$ cat config.mk
export PLATFORM = sky130hd
export DESIGN_NAME = data_mem_arbiter
export DESIGN_NICKNAME = d
export VERILOG_FILES = /design/src/rtl/data_mem_arbiter.sv
export SDC_FILE = /design/constraint.sdc
export NUM_CORES = 1
export LEC_CHECK = 0
export CAP_MARGIN = 10
export CORE_AREA = 2 2 146 148
export CTS_BUF_LIST = sky130_fd_sc_hd__clkbuf_8
export CTS_CLUSTER_DIAMETER = 120
export DETAILED_ROUTE_END_ITERATION = 10
export DIE_AREA = 0 0 148 150
export GPL_ROUTABILITY_DRIVEN = 0
export PLACE_DENSITY = 0.62
export SYNTH_ARGS = -nofsm -noshare
export SYNTH_HDL_FRONTEND = slang
export SYNTH_SLANG_ARGS = --single-unit
$ cat constraint.sdc
create_clock -name clk -period 1.4 [get_ports clk]
set_input_delay 0.28 -clock clk [delete_from_list [all_inputs] [get_ports clk]]
set_output_delay 0.28 -clock clk [all_outputs]
set_load 0.05 [all_outputs]
$ cat src/rtl/data_mem_arbiter.sv
// Two-requester arbiter in front of a single-port data memory (port 0 = load/store, port 1 = loader).
// Define MEM_ARB_RR_EN for round-robin tie-breaking; otherwise port 0 always wins a tie.

module data_mem_arbiter_rport #(
    parameter int DATA_W = 32
) (
    input  logic              clk,
    input  logic              reset,
    input  logic              load,
    input  logic [DATA_W-1:0] din,
    output logic              rvalid,
    output logic [DATA_W-1:0] rdata
);
    always_ff @(posedge clk) begin
        if (reset) begin
            rvalid <= 1'b0;
            rdata  <= '0;
        end else begin
            rvalid <= load;
            if (load) rdata <= din;
        end
    end
endmodule

module data_mem_arbiter #(
    parameter int ADDR_W  = 32,
    parameter int DATA_W  = 32,
    parameter int MEM_LAT = 1
) (
    input  logic              clk,
    input  logic              reset,
    input  logic              r0_req,
    input  logic              r0_we,
    input  logic [ADDR_W-1:0] r0_addr,
    input  logic [DATA_W-1:0] r0_wdata,
    output logic              r0_gnt,
    output logic              r0_rvalid,
    output logic [DATA_W-1:0] r0_rdata,
    input  logic              r1_req,
    input  logic              r1_we,
    input  logic [ADDR_W-1:0] r1_addr,
    input  logic [DATA_W-1:0] r1_wdata,
    output logic              r1_gnt,
    output logic              r1_rvalid,
    output logic [DATA_W-1:0] r1_rdata,
    output logic [ADDR_W-1:0] mem_addr,
    output logic [DATA_W-1:0] mem_wdata,
    output logic              mem_we,
    output logic              mem_re,
    input  logic [DATA_W-1:0] mem_rdata,
    output logic              busy
);
    localparam int NUM_PORTS = 2;
    localparam int CNT_W     = 3;

    typedef enum logic [1:0] {
        IDLE   = 2'd0,
        ACCESS = 2'd1,
        WAIT   = 2'd2
    } state_t;

    state_t                           state, state_nx;
    logic [CNT_W-1:0]                 cnt, cnt_nx;
    logic                             win, pick, tie_win, acc_we, take, cap;
    logic [NUM_PORTS-1:0]             req, we_v, gnt_v, rvalid_v;
    logic [NUM_PORTS-1:0][ADDR_W-1:0] addr_v;
    logic [NUM_PORTS-1:0][DATA_W-1:0] wdata_v, rdata_v;

    assign req     = {r1_req, r0_req};
    assign we_v    = {r1_we, r0_we};
    assign addr_v  = {r1_addr, r0_addr};
    assign wdata_v = {r1_wdata, r0_wdata};

`ifdef MEM_ARB_RR_EN
    // Remembers the most recent grantee; a tie goes to the other port.
    logic last_gnt;

    always_ff @(posedge clk) begin
        if (reset)                 last_gnt <= 1'b1;
        else if (state == ACCESS)  last_gnt <= win;
    end

    assign tie_win = ~last_gnt;
`else
    assign tie_win = 1'b0;
`endif

    assign pick = (&req) ? tie_win : req[1];

    always_comb begin
        state_nx = state;
        cnt_nx   = cnt;
        take     = 1'b0;
        cap      = 1'b0;
        case (state)
            IDLE: begin
                if (|req) begin
                    take     = 1'b1;
                    state_nx = ACCESS;
                end
            end
            ACCESS: begin
                if (acc_we) begin
                    state_nx = IDLE;
                end else begin
                    state_nx = WAIT;
                    cnt_nx   = CNT_W'(MEM_LAT);
                end
            end
            WAIT: begin
                cnt_nx = cnt - 1'b1;
                // Data is valid on mem_rdata during the last WAIT cycle.
                if (cnt == CNT_W'(1)) begin
                    cap      = 1'b1;
                    state_nx = IDLE;
                end
            end
            default: state_nx = IDLE;
        endcase
    end

    always_ff @(posedge clk) begin
        if (reset) begin
            state     <= IDLE;
            cnt       <= '0;
            win       <= 1'b0;
            acc_we    <= 1'b0;
            mem_addr  <= '0;
            mem_wdata <= '0;
        end else begin
            state <= state_nx;
            cnt   <= cnt_nx;
            if (take) begin
                win       <= pick;
                acc_we    <= we_v[pick];
                mem_addr  <= addr_v[pick];
                mem_wdata <= wdata_v[pick];
            end
        end
    end

    always_comb begin
        gnt_v = '0;
        if (state == ACCESS) gnt_v[win] = 1'b1;
    end

    assign mem_we = (state == ACCESS) && acc_we;
    assign mem_re = (state == ACCESS) && !acc_we;
    assign busy   = (state != IDLE);
    assign r0_gnt = gnt_v[0];
    assign r1_gnt = gnt_v[1];

    for (genvar p = 0; p < NUM_PORTS; p++) begin : g_rport
        data_mem_arbiter_rport #(
            .DATA_W(DATA_W)
        ) u_rport (
            .clk   (clk),
            .reset (reset),
            .load  (cap && (win == 1'(p))),
            .din   (mem_rdata),
            .rvalid(rvalid_v[p]),
            .rdata (rdata_v[p])
        );
    end

    assign r0_rvalid = rvalid_v[0];
    assign r1_rvalid = rvalid_v[1];
    assign r0_rdata  = rdata_v[0];
    assign r1_rdata  = rdata_v[1];
endmodule

After elaboration in Yosys (flattened, before gate mapping)
Cells that the tools add are included.
Widths: inputs -> output; s select.
{"block": "totals", "reg_bits": 137, "latchBits": 0, "mem_bits_rw": 0, "mem_bits_ro": 0, "inputBits": 166, "output_inout_bits": 135, "n_memories": 0}
{"block": "op_classes", "addsub": 1, "mul": 0, "n_div": 0, "order_cmp": 3, "eq_ne": 6, "n_shift": 0, "mux": 20, "n_bitwise": 1, "n_reduce_logical": 13}
{"operator": "$mux 32", "count": 4}
{"operator": "$mux 1", "count": 8}
{"operator": "$mux 2", "count": 4}
{"operator": "$ne 2x2->1 const B", "count": 3}
{"operator": "$pmux 2 s3", "count": 1}
{"operator": "$pmux 3 s2", "count": 1}
{"operator": "$reduce_and 2->1", "count": 3}
{"operator": "$logic_and 1x1->1", "count": 5}
{"operator": "$lt 1x2->1 const B", "count": 2}
{"operator": "$reduce_bool 2->1", "count": 2}
{"operator": "$eq 3x1->1 const B", "count": 1}
{"operator": "$mux 3", "count": 1}
{"operator": "$sub 3x1->3 const B", "count": 1}
{"operator": "$eq 2x1->1 const B", "count": 1}
{"operator": "$eq 2x2->1 const B", "count": 1}
{"operator": "$logic_not 2->1", "count": 1}
{"operator": "$reduce_or 2->1", "count": 1}
{"operator": "$demux 1 s1", "count": 1}
{"operator": "$ge 1x1->1 const B", "count": 1}
{"operator": "$logic_not 1->1", "count": 1}
{"operator": "$not 1->1", "count": 1}

Logic depth before layout (Yosys ltp)
{"block": "logic_depth", "depth_word": 5, "ltp_mapped": 6}

By module
From an unflattened synthesis, not the netlist that was laid out.
{"block": "unflattened", "cells_unflattened": 626, "hier_area_um2": 5754.3}
{"mod": "data_mem_arbiter", "instances": 1, "cells_each": 414, "area_each_um2": 3349.5, "seq_area_each_um2": 1421.4}
{"mod": "data_mem_arbiter_rport", "instances": 2, "cells_each": 106, "area_each_um2": 1202.4, "seq_area_each_um2": 660.6}

Worst setup path after synthesis
OpenSTA, ideal clock, no wires.
{"block": "synth_path", "kind": "flip-flop to output port", "startpoint": "register state[0]", "endpoint": "output mem_re", "t_arrival_ps": 1682, "required_ps": 1120, "path_slack_ps": -562, "stages_incl_launch_ff": 3, "path_buffers": 1, "cell_sequence": "dfxtp_1 buf_6 nor3b_1"}
{"block": "synth_between", "elab_chain_cells": 2}
{"item": "start: declaration", "line_no": "62", "rtl": "state_t state, state_nx;"}
{"item": "start signal: assignment", "line_no": "131", "rtl": "state <= state_nx;"}
{"item": "$eq 2x1->1", "line_no": "148", "rtl": "assign mem_re = (state == ACCESS) && !acc_we;"}
{"item": "$logic_and 1x1->1", "line_no": "148"}
{"item": "end: declaration", "line_no": "49", "rtl": "output logic mem_re,"}
Every way passes these cells.

Final worst setup path
{"block": "layout_path", "startpoint": "register state[1]", "endpoint": "output busy"}
{"block": "layout_between", "elab_chain_cells": 1}
{"item": "$reduce_bool 2->1", "line_no": "149", "rtl": "assign busy = (state != IDLE);"}
{"item": "end: declaration", "line_no": "51", "rtl": "output logic busy"}
Every way passes these cells.

==> results.sh <==
export IMPL_swShare_pct=34.4
export IMPL_internal_power_w=0.00785
export IMPL_crit_required_ns=1.12
export IMPL_cp_max_fo=4
export IMPL_r2r_end="mem_addr[18]"
export IMPL_cts_buffer_depth=2
export IMPL_drtAntennaViolNets=0
export IMPL_io_buffers=300
export IMPL_crit_chain="buf_6 > nor2_4 > inv_2 > buf_6 > buf_12"
export IMPL_antenna_found_initial=1
export IMPL_grt_pass1_wl_mm=32.8
export IMPL_min_path_type="input pin to flop"
export IMPL_final_cells=1275
export IMPL_yosysWarnings=0
export IMPL_maxCapViolations=0
export IMPL_pwr_share_comb_pct=38.7
export IMPL_rsz0062_at_grt="true"
export IMPL_dieWidth_um=148
export IMPL_ys_seq_elements=137
export IMPL_first_pass_iters=4
export IMPL_die_area_sq_um=22200
export IMPL_grt_max_degree=46
export IMPL_total_power_w=0.0120
export IMPL_drc=0
export IMPL_synth_nets=828
export IMPL_cts_clk_slew_worst_paths_ns=0.08
export IMPL_synth_adder_area_share_pct=0.410
export IMPL_ff2ff_path_depth=8
export IMPL_worst_slack_ns=-0.248
export IMPL_core_area_sq_um=20700
export IMPL_tightest_slew_ns=0.233
export IMPL_ir_worst_vdd_uv=508
export IMPL_cellLeakagePower_nw=4.78
export IMPL_clock_root_buffer="clkbuf_8"
export IMPL_diodes=0
export IMPL_path_class="flop to output pin"
export IMPL_syn_avg_cell_area_sq_um=9.25
export IMPL_synthMuxAreaShare_pct=10.7
export IMPL_final_net_count=1157
export IMPL_num_vias=6082
export IMPL_ios=301
export IMPL_start_kind="flop"
export IMPL_syn2layout_area_growth_pct=96.2
export IMPL_fp_dieH_um=150
export IMPL_rows=53
export IMPL_cts_sinks=137
export IMPL_postCtsHoldBufs=0
export IMPL_whs_endpoint="g_rport[0].u_rport.rdata[17]"
export IMPL_status="finished with violations"
export IMPL_endpoint_kind="output pin"
export IMPL_p_clk_share_pct=23.5
export IMPL_fillers=1751
export IMPL_worstReg2RegStart="state[1]"
export IMPL_fin_crit_ns=1.65
export IMPL_grtUsageTotal_pct=18.9
export IMPL_crit_path_max_incr_delay_ns=0.37
export IMPL_clk_latency_ns=0.43
export IMPL_final_setup_viol_count=131
export IMPL_critPathSlowestCell="dfxtp_4"
export IMPL_synth_distinct_cells=33
export IMPL_path_buf_inv=4
export IMPL_seq_power_share_pct=37.8
export IMPL_cpMostUsedCell="buf_6"
export IMPL_dp_cells=1207
export IMPL_slew_headroom_pct=84.4
export IMPL_synth_compound_area_share_pct=15.6
export IMPL_path_delay_family="buffers and inverters"
export IMPL_clock_skew_ns=0.0159
export IMPL_first_global_vias=5924
export IMPL_drtIter0Drc=197
export IMPL_synth_xor_area_share_pct=0
export IMPL_start_util_pct=29.5
export IMPL_vias_per_cell=4.77
export IMPL_wl_per_cell_um=18.0
export IMPL_hold_depth=3
export IMPL_synth_seq_area_share_pct=44.9
export IMPL_hold_ws_ns=0.297
export IMPL_min_delay_start="reset"
export IMPL_htreeDepth=4
export IMPL_cts_tree="yes"
export IMPL_syn_cell_area_sq_um=6100
export IMPL_period_share_pct=118
export IMPL_syn_inst=660
export IMPL_power_density_nw_per_um2=999
export IMPL_final_setup_tns_ns=-8.93
export IMPL_finalHoldViolCount=0
export IMPL_dp_hpwl_mm=14.9
export IMPL_ff2ff_setup_slack_ns=-0.13
export IMPL_final_max_slew_viol_count=0
export IMPL_drive_above_1_share_pct=30.9
export IMPL_max_freq_ghz=0.607
export IMPL_p_sw_w=0.00412
export IMPL_arrival_ns=1.37
export IMPL_overflow=0
export IMPL_cts_buffers=17
export IMPL_synth_simple_area_share_pct=22.4
export IMPL_routed_wl_mm=22.9
export IMPL_violations="setup timing"
export IMPL_synth_top_family_by_area="simple AND/OR/NAND/NOR gates"
## worst max path at each step
stage,from,depth (start not counted),to
final,state[1],5,busy
after global routing,state[1],5,busy
after CTS,state[0],3,mem_re
after detailed placement,r1_req,6,mem_addr[26]
after global placement,r1_req,5,mem_wdata[31]
after floorplan,cnt[1],6,g_rport[0].u_rport.rdata[10]
## registers in the layout (all words and copies together) (netlist names)
name	flops
acc_we	1
mem_wdata	32
cnt	3
state	2
mem_addr	32
g_rport.u_rport.rvalid	2
win	1
g_rport.u_rport.rdata	64
## placed cells by master, fill, tap and decap left out, types with 2 or more instances in the layout
cell and instances:
nor2_1 4, nand2_1 133, buf_8 2, clkbuf_16 11
nor2_4 2, o21ai_0 2, buf_4 23, dfxtp_4 2
nand2b_1 57, nor3_1 2, clkinv_2 7, nand2b_4 2
dfxtp_2 3, buf_12 154, buf_6 16, buf_16 2
clkbuf_8 17, dfxtp_1 132, nor3b_4 2, clkdlybuf4s50_1 164
and2b_2 2, a311oi_2 7, and3b_2 2, inv_2 2
or2b_2 39, clkinvlp_4 4, mux2i_1 64, a311oi_1 58
a21oi_1 70
## worst min-delay path, delay by kind of cell
family	cells	cell delay, ns
multiplexers	1	0.05
buffers and inverters	1	0.21
AND/OR/NAND/NOR	1	0.14
## synthesized netlist by cell type, drive strengths merged
cell | instances | share of area, %
a221o | 1 | 0.18
nor3b | 2 | 0.25
clkbuf | 21 | 1.3
o21ai | 2 | 0.16
a21oi | 70 | 5.7
o21ba | 1 | 0.16
nor2b | 1 | 0.23
nor3 | 3 | 0.43
or2 | 1 | 0.10
buf | 41 | 4.5
mux2i | 65 | 11
ha | 2 | 0.41
nand4b | 1 | 0.14
or2b | 40 | 5.7
a311oi | 65 | 9.3
nor4 | 1 | 0.10
nor2 | 6 | 0.41
nand2 | 133 | 8.2
dfxtp | 137 | 45
and3b | 2 | 0.33
and2b | 2 | 0.27
inv | 3 | 0.18
nand2b | 60 | 6.3
## power groups by stage
| stage | clock, W | sequential, W | combinational, W |
|---|---|---|---|
| 5_1_grt | 0.00310 | 0.00456 | 0.00486 |
| 2_1_floorplan | 0 | 0.00537 | 0.00102 |
| 3_3_place_gp | 0 | 0.00460 | 0.00397 |
| 6_report | 0.00281 | 0.00452 | 0.00463 |
| 4_1_cts | 0.00293 | 0.00452 | 0.00412 |
| 3_5_place_dp | 0 | 0.00460 | 0.00400 |
## logic make-up after synthesis
logic type,after synthesis
flip-flops,137
multiplexers,65
AND/OR/NAND/NOR,252
AO/OA/AOI/OAI,139
adder cells (fa/ha/maj),2
buffers and inverters,65
## stage by stage
| stage | area, sq um | utilization (%) | setup WS [ns] |
|---|---|---|---|
| 2_1_floorplan | 6130 | - | 0.0384 |
| 3_3_place_gp | 10900 | 52.6 | -0.329 |
| 3_5_place_dp | 10900 | 52.6 | -0.357 |
| 4_1_cts | 11400 | 55.1 | -0.278 |
| 5_1_grt | 12000 | 57.9 | -0.320 |
| 6_report | 12000 | 57.9 | -0.248 |
## layer usage
layer | vias to the layer above | part of all wire, % | wire [um] | global-route usage (%)
met5 | - | 0.057 | 13 | 0
met4 | 2 | 1.4 | 331 | 5.48
met3 | 24 | 8.4 | 1930 | 7.26
met2 | 244 | 50 | 11400 | 31.4
met1 | 2859 | 40 | 9270 | 22.7
li1 | 2953 | - | - | -
## what timing repair did
| item | in CTS | in global routing |
|---|---|---|
| pin swaps | 11 | 47 |
| resized for setup | 19 | 40 |
| endpoints found under the setup margin | 47 | 105 |
| cloned | 2 | 18 |
| buffers inserted | 12 | 8 |
## layout make-up
cell class,count,area [sq um],share of cell area (%)
clock buffers,17,234,1.95
clock inverters,13,82.6,0.690
inverters,3,11.3,0.0940
multi-input cells,458,3110,26.0
flip-flops and latches,137,2750,23.0
well taps,275,344,2.87
repair buffers,372,5440,45.4
(Power assumes the default switching activity.)
